$ cat src/rtl/mips_ctrl_pkg.sv
// Shared encodings for the multi-cycle MIPS control unit: states, opcodes, datapath codes.
// Optional ADDI support is enabled by defining MIPS_CTRL_ADDI_EN.
package mips_ctrl_pkg;

    localparam int unsigned OPCODE_W = 6;
    localparam int unsigned CNT_W    = 16;
    localparam int unsigned STATE_W  = 4;

    localparam logic [OPCODE_W-1:0] OP_RTYPE = 6'd0;
    localparam logic [OPCODE_W-1:0] OP_LW    = 6'd35;
    localparam logic [OPCODE_W-1:0] OP_SW    = 6'd43;
    localparam logic [OPCODE_W-1:0] OP_BEQ   = 6'd4;
    localparam logic [OPCODE_W-1:0] OP_J     = 6'd2;
    localparam logic [OPCODE_W-1:0] OP_ADDI  = 6'd8;

    typedef enum logic [STATE_W-1:0] {
        S_FETCH   = 4'd0,
        S_DECODE  = 4'd1,
        S_MEMADR  = 4'd2,
        S_MEMRD   = 4'd3,
        S_MEMWB   = 4'd4,
        S_MEMWR   = 4'd5,
        S_EXEC    = 4'd6,
        S_RWB     = 4'd7,
        S_BEQ     = 4'd8,
        S_JUMP    = 4'd9,
        S_ADDI_EX = 4'd10,
        S_ADDI_WB = 4'd11,
        S_RESET   = 4'd15
    } state_t;

    localparam logic [1:0] ALUOP_ADD    = 2'b00;
    localparam logic [1:0] ALUOP_SUB    = 2'b01;
    localparam logic [1:0] ALUOP_FUNCT  = 2'b10;

    localparam logic [1:0] SRCB_REG     = 2'b00;
    localparam logic [1:0] SRCB_FOUR    = 2'b01;
    localparam logic [1:0] SRCB_IMM     = 2'b10;
    localparam logic [1:0] SRCB_IMM_SH2 = 2'b11;

    localparam logic [1:0] PCSRC_ALU    = 2'b00;
    localparam logic [1:0] PCSRC_ALUOUT = 2'b01;
    localparam logic [1:0] PCSRC_JUMP   = 2'b10;

    typedef struct packed {
        logic       pc_write;
        logic       pc_write_cond;
        logic       i_or_d;
        logic       mem_read;
        logic       mem_write;
        logic       mem_to_reg;
        logic       ir_write;
        logic       reg_dst;
        logic       reg_write;
        logic       alu_src_a;
        logic [1:0] alu_src_b;
        logic [1:0] alu_op;
        logic [1:0] pc_source;
        logic       instr_done;
    } ctrl_t;

endpackage

$ cat src/rtl/mips_multicycle_control_if.sv
// Control-unit <-> datapath bundle: IR opcode and memory ready in, control word and status out.
interface mips_multicycle_control_if;
    import mips_ctrl_pkg::*;

    logic [OPCODE_W-1:0] op_code;
    logic                mem_ready;
    logic                PCWrite;
    logic                PCWriteCond;
    logic                IorD;
    logic                MemRead;
    logic                MemWrite;
    logic                MemtoReg;
    logic                IRWrite;
    logic                RegDst;
    logic                RegWrite;
    logic                ALUSrcA;
    logic [1:0]          ALUSrcB;
    logic [1:0]          ALUOp;
    logic [1:0]          PCSource;
    logic                instr_done;
    logic                illegal_op;
    logic [CNT_W-1:0]    instr_count;
    logic [STATE_W-1:0]  state;

    modport master (
        input  op_code, mem_ready,
        output PCWrite, PCWriteCond, IorD, MemRead, MemWrite, MemtoReg, IRWrite,
               RegDst, RegWrite, ALUSrcA, ALUSrcB, ALUOp, PCSource,
               instr_done, illegal_op, instr_count, state
    );

    modport slave (
        output op_code, mem_ready,
        input  PCWrite, PCWriteCond, IorD, MemRead, MemWrite, MemtoReg, IRWrite,
               RegDst, RegWrite, ALUSrcA, ALUSrcB, ALUOp, PCSource,
               instr_done, illegal_op, instr_count, state
    );

endinterface

$ cat src/rtl/mips_ctrl_outdec.sv
// Combinational state (+mem_ready) to datapath control word decode.
// ADDI states decoded only when MIPS_CTRL_ADDI_EN is defined.
module mips_ctrl_outdec
    import mips_ctrl_pkg::*;
(
    input  state_t state,
    input  logic   mem_ready,
    output ctrl_t  ctrl
);

    always_comb begin
        ctrl = '0;
        case (state)
            S_FETCH: begin
                ctrl.mem_read  = 1'b1;
                ctrl.alu_src_b = SRCB_FOUR;
                ctrl.alu_op    = ALUOP_ADD;
                ctrl.pc_source = PCSRC_ALU;
                ctrl.ir_write  = mem_ready;
                ctrl.pc_write  = mem_ready;
            end
            S_DECODE: begin
                ctrl.alu_src_b = SRCB_IMM_SH2;
                ctrl.alu_op    = ALUOP_ADD;
            end
            S_MEMADR: begin
                ctrl.alu_src_a = 1'b1;
                ctrl.alu_src_b = SRCB_IMM;
                ctrl.alu_op    = ALUOP_ADD;
            end
            S_MEMRD: begin
                ctrl.mem_read = 1'b1;
                ctrl.i_or_d   = 1'b1;
            end
            S_MEMWB: begin
                ctrl.reg_write  = 1'b1;
                ctrl.mem_to_reg = 1'b1;
                ctrl.instr_done = 1'b1;
            end
            // A store retires on the cycle memory accepts it
            S_MEMWR: begin
                ctrl.mem_write  = 1'b1;
                ctrl.i_or_d     = 1'b1;
                ctrl.instr_done = mem_ready;
            end
            S_EXEC: begin
                ctrl.alu_src_a = 1'b1;
                ctrl.alu_src_b = SRCB_REG;
                ctrl.alu_op    = ALUOP_FUNCT;
            end
            S_RWB: begin
                ctrl.reg_write  = 1'b1;
                ctrl.reg_dst    = 1'b1;
                ctrl.instr_done = 1'b1;
            end
            S_BEQ: begin
                ctrl.alu_src_a     = 1'b1;
                ctrl.alu_src_b     = SRCB_REG;
                ctrl.alu_op        = ALUOP_SUB;
                ctrl.pc_write_cond = 1'b1;
                ctrl.pc_source     = PCSRC_ALUOUT;
                ctrl.instr_done    = 1'b1;
            end
            S_JUMP: begin
                ctrl.pc_write   = 1'b1;
                ctrl.pc_source  = PCSRC_JUMP;
                ctrl.instr_done = 1'b1;
            end
`ifdef MIPS_CTRL_ADDI_EN
            S_ADDI_EX: begin
                ctrl.alu_src_a = 1'b1;
                ctrl.alu_src_b = SRCB_IMM;
                ctrl.alu_op    = ALUOP_ADD;
            end
            S_ADDI_WB: begin
                ctrl.reg_write  = 1'b1;
                ctrl.instr_done = 1'b1;
            end
`endif
            default: ctrl = '0;
        endcase
    end

endmodule

$ cat src/rtl/mips_multicycle_control.sv
// Multi-cycle MIPS main control: state register, next-state logic, retired-instruction counter.
// Define MIPS_CTRL_ADDI_EN to add the ADDI execute/writeback path.
module mips_multicycle_control
    import mips_ctrl_pkg::*;
(
    input  logic                      clk,
    input  logic                      rst_n,
    mips_multicycle_control_if.master bus
);

    state_t           state_q;
    state_t           state_d;
    logic             illegal;
    ctrl_t            ctrl;
    logic [CNT_W-1:0] count_q;

    always_ff @(posedge clk or negedge rst_n) begin
        if (!rst_n) state_q <= S_RESET;
        else        state_q <= state_d;
    end

    always_comb begin
        state_d = S_FETCH;
        illegal = 1'b0;
        case (state_q)
            S_FETCH:  state_d = bus.mem_ready ? S_DECODE : S_FETCH;
            S_DECODE: begin
                case (bus.op_code)
                    OP_LW, OP_SW: state_d = S_MEMADR;
                    OP_RTYPE:     state_d = S_EXEC;
                    OP_BEQ:       state_d = S_BEQ;
                    OP_J:         state_d = S_JUMP;
`ifdef MIPS_CTRL_ADDI_EN
                    OP_ADDI:      state_d = S_ADDI_EX;
`endif
                    default: begin
                        illegal = 1'b1;
                        state_d = S_FETCH;
                    end
                endcase
            end
            S_MEMADR: state_d = (bus.op_code == OP_SW) ? S_MEMWR : S_MEMRD;
            S_MEMRD:  state_d = bus.mem_ready ? S_MEMWB : S_MEMRD;
            S_MEMWR:  state_d = bus.mem_ready ? S_FETCH : S_MEMWR;
            S_EXEC:   state_d = S_RWB;
`ifdef MIPS_CTRL_ADDI_EN
            S_ADDI_EX: state_d = S_ADDI_WB;
`endif
            default:  state_d = S_FETCH;
        endcase
    end

    mips_ctrl_outdec u_outdec (
        .state     (state_q),
        .mem_ready (bus.mem_ready),
        .ctrl      (ctrl)
    );

    // Retired count; illegal opcodes never raise instr_done so they are not counted
    always_ff @(posedge clk or negedge rst_n) begin
        if (!rst_n)               count_q <= '0;
        else if (ctrl.instr_done) count_q <= count_q + CNT_W'(1);
    end

    assign bus.PCWrite     = ctrl.pc_write;
    assign bus.PCWriteCond = ctrl.pc_write_cond;
    assign bus.IorD        = ctrl.i_or_d;
    assign bus.MemRead     = ctrl.mem_read;
    assign bus.MemWrite    = ctrl.mem_write;
    assign bus.MemtoReg    = ctrl.mem_to_reg;
    assign bus.IRWrite     = ctrl.ir_write;
    assign bus.RegDst      = ctrl.reg_dst;
    assign bus.RegWrite    = ctrl.reg_write;
    assign bus.ALUSrcA     = ctrl.alu_src_a;
    assign bus.ALUSrcB     = ctrl.alu_src_b;
    assign bus.ALUOp       = ctrl.alu_op;
    assign bus.PCSource    = ctrl.pc_source;
    assign bus.instr_done  = ctrl.instr_done;
    assign bus.illegal_op  = illegal;
    assign bus.instr_count = count_q;
    assign bus.state       = state_q;

endmodule

$ cat src/flat_wrapper.sv
// flat-port wrapper written by rule: the top's interface ports become plain ports
module mips_multicycle_control_flat import mips_ctrl_pkg::*;
  (clk, rst_n, bus_op_code, bus_mem_ready, bus_PCWrite, bus_PCWriteCond, bus_IorD, bus_MemRead, bus_MemWrite, bus_MemtoReg, bus_IRWrite, bus_RegDst, bus_RegWrite, bus_ALUSrcA, bus_ALUSrcB, bus_ALUOp, bus_PCSource, bus_instr_done, bus_illegal_op, bus_instr_count, bus_state);
  mips_multicycle_control_if bus_i ();
  input  logic clk;
  input  logic rst_n;
  input wire logic [$bits(bus_i.op_code)-1:0] bus_op_code;
  input wire logic [$bits(bus_i.mem_ready)-1:0] bus_mem_ready;
  output wire logic [$bits(bus_i.PCWrite)-1:0] bus_PCWrite;
  output wire logic [$bits(bus_i.PCWriteCond)-1:0] bus_PCWriteCond;
  output wire logic [$bits(bus_i.IorD)-1:0] bus_IorD;
  output wire logic [$bits(bus_i.MemRead)-1:0] bus_MemRead;
  output wire logic [$bits(bus_i.MemWrite)-1:0] bus_MemWrite;
  output wire logic [$bits(bus_i.MemtoReg)-1:0] bus_MemtoReg;
  output wire logic [$bits(bus_i.IRWrite)-1:0] bus_IRWrite;
  output wire logic [$bits(bus_i.RegDst)-1:0] bus_RegDst;
  output wire logic [$bits(bus_i.RegWrite)-1:0] bus_RegWrite;
  output wire logic [$bits(bus_i.ALUSrcA)-1:0] bus_ALUSrcA;
  output wire logic [$bits(bus_i.ALUSrcB)-1:0] bus_ALUSrcB;
  output wire logic [$bits(bus_i.ALUOp)-1:0] bus_ALUOp;
  output wire logic [$bits(bus_i.PCSource)-1:0] bus_PCSource;
  output wire logic [$bits(bus_i.instr_done)-1:0] bus_instr_done;
  output wire logic [$bits(bus_i.illegal_op)-1:0] bus_illegal_op;
  output wire logic [$bits(bus_i.instr_count)-1:0] bus_instr_count;
  output wire logic [$bits(bus_i.state)-1:0] bus_state;
  assign bus_i.op_code = bus_op_code;
  assign bus_i.mem_ready = bus_mem_ready;
  assign bus_PCWrite = bus_i.PCWrite;
  assign bus_PCWriteCond = bus_i.PCWriteCond;
  assign bus_IorD = bus_i.IorD;
  assign bus_MemRead = bus_i.MemRead;
  assign bus_MemWrite = bus_i.MemWrite;
  assign bus_MemtoReg = bus_i.MemtoReg;
  assign bus_IRWrite = bus_i.IRWrite;
  assign bus_RegDst = bus_i.RegDst;
  assign bus_RegWrite = bus_i.RegWrite;
  assign bus_ALUSrcA = bus_i.ALUSrcA;
  assign bus_ALUSrcB = bus_i.ALUSrcB;
  assign bus_ALUOp = bus_i.ALUOp;
  assign bus_PCSource = bus_i.PCSource;
  assign bus_instr_done = bus_i.instr_done;
  assign bus_illegal_op = bus_i.illegal_op;
  assign bus_instr_count = bus_i.instr_count;
  assign bus_state = bus_i.state;
  mips_multicycle_control u_core (.clk(clk), .rst_n(rst_n), .bus(bus_i));
endmodule
$ cat config.mk
export PLATFORM = sky130hd
export DESIGN_NAME = mips_multicycle_control_flat
export DESIGN_NICKNAME = d
export VERILOG_FILES = /design/src/rtl/mips_ctrl_pkg.sv /design/src/rtl/mips_multicycle_control_if.sv /design/src/rtl/mips_ctrl_outdec.sv /design/src/rtl/mips_multicycle_control.sv /design/src/flat_wrapper.sv
export SDC_FILE = /design/constraint.sdc
export NUM_CORES = 1
export LEC_CHECK = 0
export BUFFER_PORTS_ARGS = -buffer_cell sky130_fd_sc_hd__buf_4
export CORE_AREA = 2 2 54 56
export CTS_BUF_LIST = sky130_fd_sc_hd__clkbuf_2
export CTS_CLUSTER_SIZE = 16
export DETAILED_ROUTE_END_ITERATION = 16
export DIE_AREA = 0 0 56 58
export PLACE_DENSITY = 0.77
export SYNTH_ARGS = -nofsm -noshare
export SYNTH_HDL_FRONTEND = slang
export SYNTH_SLANG_ARGS = --single-unit
$ cat constraint.sdc
create_clock -name clk -period 1.9 [get_ports clk]
set_input_delay 0.095 -clock clk [delete_from_list [all_inputs] [get_ports clk]]
set_output_delay 0.095 -clock clk [all_outputs]
set_load 0.02 [all_outputs]
**After elaboration in Yosys (flattened, before gate mapping)**

Cells that the tools add are included.

- Flip-flop bits (word level): 20
- Output and inout port bits: 38
- Word-level logic and storage cells: 46
- Input bits: 9

- Equality and inequality tests: 13
- Muxes and demuxes: 21
- Reductions and logical operators: 9
- Add/subtract/negate cells: 1

Operators by type and width:

| cell | count |
|---|---|
| case mux 4 bit (6 select lines) | 1 |
| case mux 4 bit (5 select lines) | 1 |
| adder 16 x 1 -> 16 bit (second input constant) | 1 |
| == test 4 x 3 -> 1 bit (second input constant) | 4 |
| case mux 4 bit (4 select lines) | 1 |
| == test 6 bit (second input constant) | 2 |
| two-way mux 1 bit | 12 |
| two-way mux 3 bit | 3 |
| == test 4 x 2 -> 1 bit (second input constant) | 2 |
| == test 4 bit (second input constant) | 2 |
| OR reduction 2 bit | 4 |
| == test 6 x 2 -> 1 bit (second input constant) | 1 |
| == test 6 x 3 -> 1 bit (second input constant) | 1 |
| logical NOT 6 bit | 1 |
| OR reduction 5 bit | 1 |
| == test 4 x 1 -> 1 bit (second input constant) | 1 |
| logical NOT 4 bit | 1 |
| case mux 1 bit (2 select lines) | 2 |
| case mux 2 bit (2 select lines) | 1 |
| OR reduction 4 bit | 1 |
| OR reduction 3 bit | 1 |

**Depth between registers and ports, before layout**

Gate-level depths: netlist of the first run.

- Depth in word-level cells: 4
- Gate-level depth with buffers: 7
- Gate-level depth less buffers: 6

**Hierarchy**

A second synthesis of the first run with hierarchy kept.

- Cell total of the unflattened synthesis: 125
- Area, all modules: 1219.9 sq um

Modules (own cells, without submodules):

| module | area each (sq um) | times used | seq. area each (sq um) | cells an instance |
|---|---|---|---|---|
| mips_multicycle_control | 996.0 | 1 | 505.5 | 91 |
| mips_ctrl_outdec | 224.0 | 1 | 0.0 | 34 |

**Worst setup path after synthesis of the first run**

Ideal clock, no wire load.

- Kind: register to register
- Start: reg u_core.state_q[3], in the netlist u_core.bus.state[3]
- End: reg u_core.count_q[13], in the netlist u_core.bus.instr_count[13]
- Path buffers: 2
- Arrival time: 1740 ps
- Stages on the path, launching flop included: 8
- Setup time: 80 ps
- Path slack: 80 ps
- Cell sequence: dfstp_2 -> buf_4 -> nand2b_4 -> a21boi_2 -> o21a_4 -> buf_6 -> nor4_2 -> xor2_1

- Cells in the longest elaborated chain, start to end: 3

Ends and longest elaborated chain:

| what | line | text |
|---|---|---|
| start: declaration | mips_multicycle_control.sv:11 | `state_t state_q;` |
| start signal: assignment | mips_multicycle_control.sv:19 | `else state_q <= state_d;` |
| == test 4 bit or == test 4 x 3 -> 1 bit (tied branches) | mips_ctrl_outdec.sv:13 | `case (state)` |
| OR reduction 4 bit (no line) | -- |  |
| case mux 1 bit (2 select lines) (*) | mips_ctrl_outdec.sv:13 |  |
| end signal: assignment | mips_multicycle_control.sv:62 | `else if (ctrl.instr_done) count_q <= count_q + CNT_W'(1);` |
| end: declaration | mips_multicycle_control.sv:15 | `logic [CNT_W-1:0] count_q;` |

Every way passes the cells marked *; elsewhere a longest branch is shown, timed or not.
A chain may end at the register's enable or synchronous reset.

**Final worst setup path of the first run**

- Start: reg u_core.state_q[2], in the netlist u_core.bus.state[2]
- End: out bus_IRWrite

- Cells in the longest elaborated chain, start to end: 2

Ends and longest elaborated chain:

| what | line | text |
|---|---|---|
| logical NOT 4 bit | mips_ctrl_outdec.sv:13 |  |
| two-way mux 1 bit | mips_ctrl_outdec.sv:13 |  |
| end: declaration | flat_wrapper.sv:15 | `output wire logic [$bits(bus_i.IRWrite)-1:0] bus_IRWrite;` |

No other way between the ends.

==> results of run 1 <==
[worst max-delay path, delay by kind of cell (launching register included)]
family / cells / cell delay (ps)
buf+inv: 2 / 360
simple gates: 2 / 630
flops: 1 / 430
[synth_stat cells (4+ instances only)]
| cell type | number | area, um2 |
|---|---|---|
| nand3_1 | 4 | 20.02 |
| a21oi_1 | 5 | 25.02 |
| xor2_1 | 10 | 87.58 |
| nor4_2 | 5 | 62.56 |
| xnor2_1 | 6 | 52.55 |
| nand4_1 | 4 | 25.02 |
| dfrtp_1 | 16 | 400.4 |
| nor3_1 | 9 | 45.04 |
| nand2b_1 | 5 | 31.28 |
| nor2_1 | 10 | 37.54 |
| dfstp_2 | 4 | 105.1 |
| nand2_1 | 15 | 56.30 |
[registers in the layout, indices dropped and copies added (netlist names)]
signal / flops
u_core.bus.instr_count: 16
u_core.bus.state: 4
[power by group]
group / leakage (nW) / total [W] / switching, W / internal [W]
sequential: 0.213 / 0.000527 / 0.0000578 / 0.000469
combinational: 0.491 / 0.000382 / 0.000213 / 0.000169
clock: 0.0266 / 0.000315 / 0.000133 / 0.000182
[placed cells by master (no fill, tap or decap), types with 3 or more instances in the layout]
cell type and n:
inv_1 3, nand4_1 4, nand2_1 14, dfrtp_1 16
nor4_2 6, dfstp_2 4, a21oi_1 5, nand3_1 4
xnor2_1 6, nand2b_1 5, buf_4 55, nor2_1 10
and3_1 3, clkbuf_2 3, xor2_1 10, nor3_1 9
dlygate4sd3_1 3
[timing repair]
action | in CTS | in global routing
gates resized for setup | 0 | 2
setup buffers | 6 | 2
setup endpoints to repair | 2 | 4
hold buffers | 3 | 0
hold endpoints to repair | 22 | 0
[per-stage QoR]
step,setup WS [ps],instance area [um2]
after floorplan,80.45,1256
after global placement,199.6,1599
after detailed placement,143.9,1599
after CTS,29.75,1719
after global routing,4.083,1743
final,61.78,1743
[layer usage]
metal  up-vias  routed length [um]
li1        571                   -
met1       547                1258
met2        42                1511
met3         6                 166
met4         0                  40
met5         -                   0
[cell type report]
type | count | share of cell area [%]
Tap cell | 31 | 2.225
Clock buffer | 3 | 0.8615
Multi-Input combinational cell | 101 | 39.91
Clock inverter | 1 | 1.723
Sequential cell | 20 | 29.00
Inverter | 4 | 0.8615
Timing Repair Buffer | 58 | 25.41
[worst paths after layout]
| kind | start | to | slack (ps) | cells past startpoint |
|---|---|---|---|---|
| setup reg to reg | u_core.bus.state[1] | u_core.bus.instr_count[14] | 90 | 6 |
| setup / recovery | u_core.bus.state[2] | bus_IRWrite | 60 | 4 |
| max in group asynchronous | rst_n | u_core.bus.state[0] | 1480 | 2 |
| hold / removal | bus_op_code[1] | u_core.bus.state[3] | 20 | 3 |
| hold reg to reg | u_core.bus.instr_count[15] | u_core.bus.instr_count[15] | 490 | 1 |
| min in group asynchronous | rst_n | u_core.bus.instr_count[6] | 120 | 2 |
[kinds of logic after synthesis]
kind of cell / Yosys count / share of synthesized area, %
simple gates: 69 / 32.97
flops: 20 / 40.24
xor+xnor: 16 / 11.16
compound gates: 13 / 7.868
buf+inv: 11 / 5.079
mux: 2 / 1.693
fa+ha+maj: 1 / 0.9959
==> flow_summary.toml, run 1 <==
[sta]
finalSetupTns_ps = 0
min_period_ps = 1838
tightest_slew_ps = 513.4
finalHoldViolCount = 0
slew_violations = 0
rsz0062_at_grt = "false"
finClkSkew_ps = 22.71
worst_slew_margin_rel_pct = 65.51
period_share_pct = 96.75
max_freq_ghz = 0.5440
setup_viol = 0
hold-worst-slack_ps = 22.78

[worst_setup_path]
critPathSlowestCell = "dfstp_2"
crit_top_cell = "buf_4"
cp_cell_sequence = "buf_4 > or2_1 > nor4b_1 > buf_4"
end_kind = "output port"
cp.required_ps = 1800
slowest_delay_ps = 430
start_kind = "flip-flop"
critPathMaxFanout = 8
arrival_ps = 1740
worstSetupPathType = "flip-flop to output port"

[die]
core-area_um2 = 2663
dieHeight_um = 58
rows = 19
dieWidth_um = 56
start_util_pct = 47.18
ioPinCount = 47
die_area_um2 = 3248

[routing]
via_per_inst = 5.349
vias = 1166
drc = 0
drt_iter0_markers = 35
wl_um = 2975
ant_nets = 0
routedWlPerCell_um = 13.65
dr.pass1.iters = 4

[yosys]
netlist_instances = 132
ys_warn_count = 0
synth_area_per_cell_um2 = 9.517
mappedNetlistNets = 142
ys_async_sr_fraction_pct = 100.0
syn-cell-area_um2 = 1256
ys_types = 41
yosysSeqAreaShare_pct = 40.24
synth_edf_count = 0
ys_seq_elements = 20
synth_flop_cell = "dfrtp_1"

[finish]
drive_gt1_share_pct = 41.71
seqCellArea_um2 = 505.5
final_cells = 218
final_nets = 198
multi_input_area_um2 = 695.7
post-route-util_pct = 65.46
filler_cell_count = 223
diodes = 0
area_growth_pct = 38.74

[global_routing]
grtUsageMet1_pct = 22.49
grt_overflow_total = 0
met2_usage_pct = 32.77
use_met3_pct = 2.232
track_usage_pct = 18.35
grt_pass1_vias = 1083
antenna_found_initial = 0
grt.busiest_layer = "met2"
grt_max_degree = 21
grt_pass1_wl_um = 4754

[flow_run]
maxCapViolCount = 0

[clock_tree]
ctsLongestPathBuffers = 2
clk_latency_ps = 330
cts_root_buf = "clkbuf_2"
htree_num_levels = 1
cts_tree = "done"
clk_pin_slew_ps = 200
cts_buffers = 3
numClockSinks = 20

[status]
outcome = "finished clean"

[place]
gp_congestion = 0.7660
place_inst = 203
dpl.hpwl_um = 2151
io_buffer_count = 46

[power]
powerDensity_nw_per_um2 = 702.1
p_leak_nw = 0.7303
peakVddDrop_mv = 0.8423
power_w = 0.001224

[worst_hold_path]
worst_hold_path_type = "input port to flip-flop"
Note: power is estimated with default switching activity, not from simulation.
==> run 2: changes to the inputs <==
==> constraint.sdc (replaced) <==
create_clock -name clk -period 2 [get_ports clk]
set_input_delay 0.1 -clock clk [delete_from_list [all_inputs] [get_ports clk]]
set_output_delay 0.1 -clock clk [all_outputs]
set_load 0.02 [all_outputs]
==> flow_summary.toml, run 2 (synthesized netlist as in run 1, its figures left out) <==
[finish]
seqCellArea_um2 = 505.5
layout_common_cells = "53 x buf_4, 16 x dfrtp_1, 15 x nand2_1, 10 x nor2_1, 10 x xor2_1"
final_cells = 218
multi_input_area_um2 = 686.9
diodes = 0
drive_gt1_share_pct = 39.57
layout_commonest_cell = "buf_4"
largest_register_ffs = 16
filler_cell_count = 236
finalInstanceArea_um2 = 1723
final_nets = 198
area_growth_pct = 37.15

[sta]
min_period_ps = 1880
rsz0062_at_grt = "true"
slew_violations = 0
tightest_slew_ps = 476.1
finalSetupTns_ps = 0
setup_slack_ps = 119.5
finalHoldViolCount = 0
worst_slew_margin_rel_pct = 68.02
period_share_pct = 94.02
max_freq_ghz = 0.5318
finClkSkew_ps = 7.735
hold-worst-slack_ps = 70.45
setup_viol = 0

[global_routing]
grt_overflow_total = 0
grt_pass1_wl_um = 4781
grt_pass1_vias = 1085
track_usage_pct = 18.67
grt_max_degree = 21
antenna_found_initial = 0

[worst_setup_path]
cp.required_ps = 1900
start_kind = "flip-flop"
arrival_ps = 1780
critPathMaxFanout = 13
end_kind = "output port"
worstSetupPathType = "flip-flop to output port"

[clock_tree]
cts_buffers = 3
clk_pin_slew_ps = 170
clk_latency_ps = 310
ctsLongestPathBuffers = 2
numClockSinks = 20
cts_tree = "done"
cts_resized = 0
htree_num_levels = 1
cts_root_buf = "clkbuf_2"

[routing]
drc = 0
drt_iter0_markers = 56
routedWlPerCell_um = 14.06
vias = 1164
via_per_inst = 5.339
dr.pass1.iters = 4
ant_nets = 0
wl_um = 3066

[power]
peakVddDrop_mv = 0.7537
p_leak_nw = 0.7194
powerDensity_nw_per_um2 = 599.5

[flow_run]
maxCapViolCount = 0

[place]
placed_cell_area_um2 = 1599
gp_congestion = 0.7641
place_inst = 203
place_ws_ps = 194.1
io_buffer_count = 46
dpl.hpwl_um = 2130

[die]
core-area_um2 = 2663
dieHeight_um = 58
start_util_pct = 47.18
dieWidth_um = 56
die_area_um2 = 3248
rows = 19
ioPinCount = 47

[worst_hold_path]
worst_hold_path_type = "input port to flip-flop"

[status]
outcome = "finished clean"
-- run 2: repair_timing --
action | CTS | global route
hold endpoints to repair | 21 | 1
hold buffers | 2 | 2
pin swaps | 0 | 0
buffers inserted | 1 | 6
endpoints found under the setup margin | 1 | 5
-- run 2: power by group --
part,switching (W),internal (W),leakage [nW]
registers,0.0000612,0.000446,0.213
clock network,0.000121,0.0000435,0.0140
logic,0.000200,0.000161,0.492
total,0.000383,0.000650,0.719
-- run 2: layout make-up --
type	instances	share of cell area, %
sequential	20	29.34
clock inverter	1	0.2179
tap	31	2.251
timing repair buffer	58	26.58
inverter	4	0.8715
multi-input combinational	101	39.87
clock buffer	3	0.8715
-- run 2: worst paths after layout --
| kind | slack (ps) | cells after the start | end | from |
|---|---|---|---|---|
| setup reg to reg | 280 | 5 | u_core.bus.instr_count[14] | u_core.bus.state[1] |
| hold / removal | 70 | 3 | u_core.bus.state[3] | bus_op_code[1] |
| min in group asynchronous | 170 | 2 | u_core.bus.instr_count[7] | rst_n |
| max in group asynchronous | 1550 | 2 | u_core.bus.state[3] | rst_n |
| hold reg to reg | 490 | 1 | u_core.bus.instr_count[15] | u_core.bus.instr_count[15] |
| setup / recovery | 120 | 6 | bus_instr_done | u_core.bus.state[3] |
-- run 2: critical path, cell delays in order, from the launching register on --
cell and delay (ps):
dfstp_2 590, buf_4 180, nor2b_4 50, a21boi_2 130
o21a_4 250, inv_2 100, buf_4 170
-- run 2: stage by stage --
step | total power, W | utilization (%)
floorplan | 0.0007045 | -
global placement | 0.0008405 | 60.06
detailed placement | 0.0008525 | 60.06
CTS | 0.001022 | 61.80
global route | 0.001099 | 64.71
finish | 0.001033 | 64.71
-- run 2: routing by layer --
layer | global-route usage [%] | vias up | wire length, um
met3 | 2.455 | 4 | 124
met5 | 0 | - | 0
met4 | 7.823 | 0 | 51
met1 | 23.29 | 546 | 1320
li1 | - | 575 | -
met2 | 32.77 | 39 | 1570
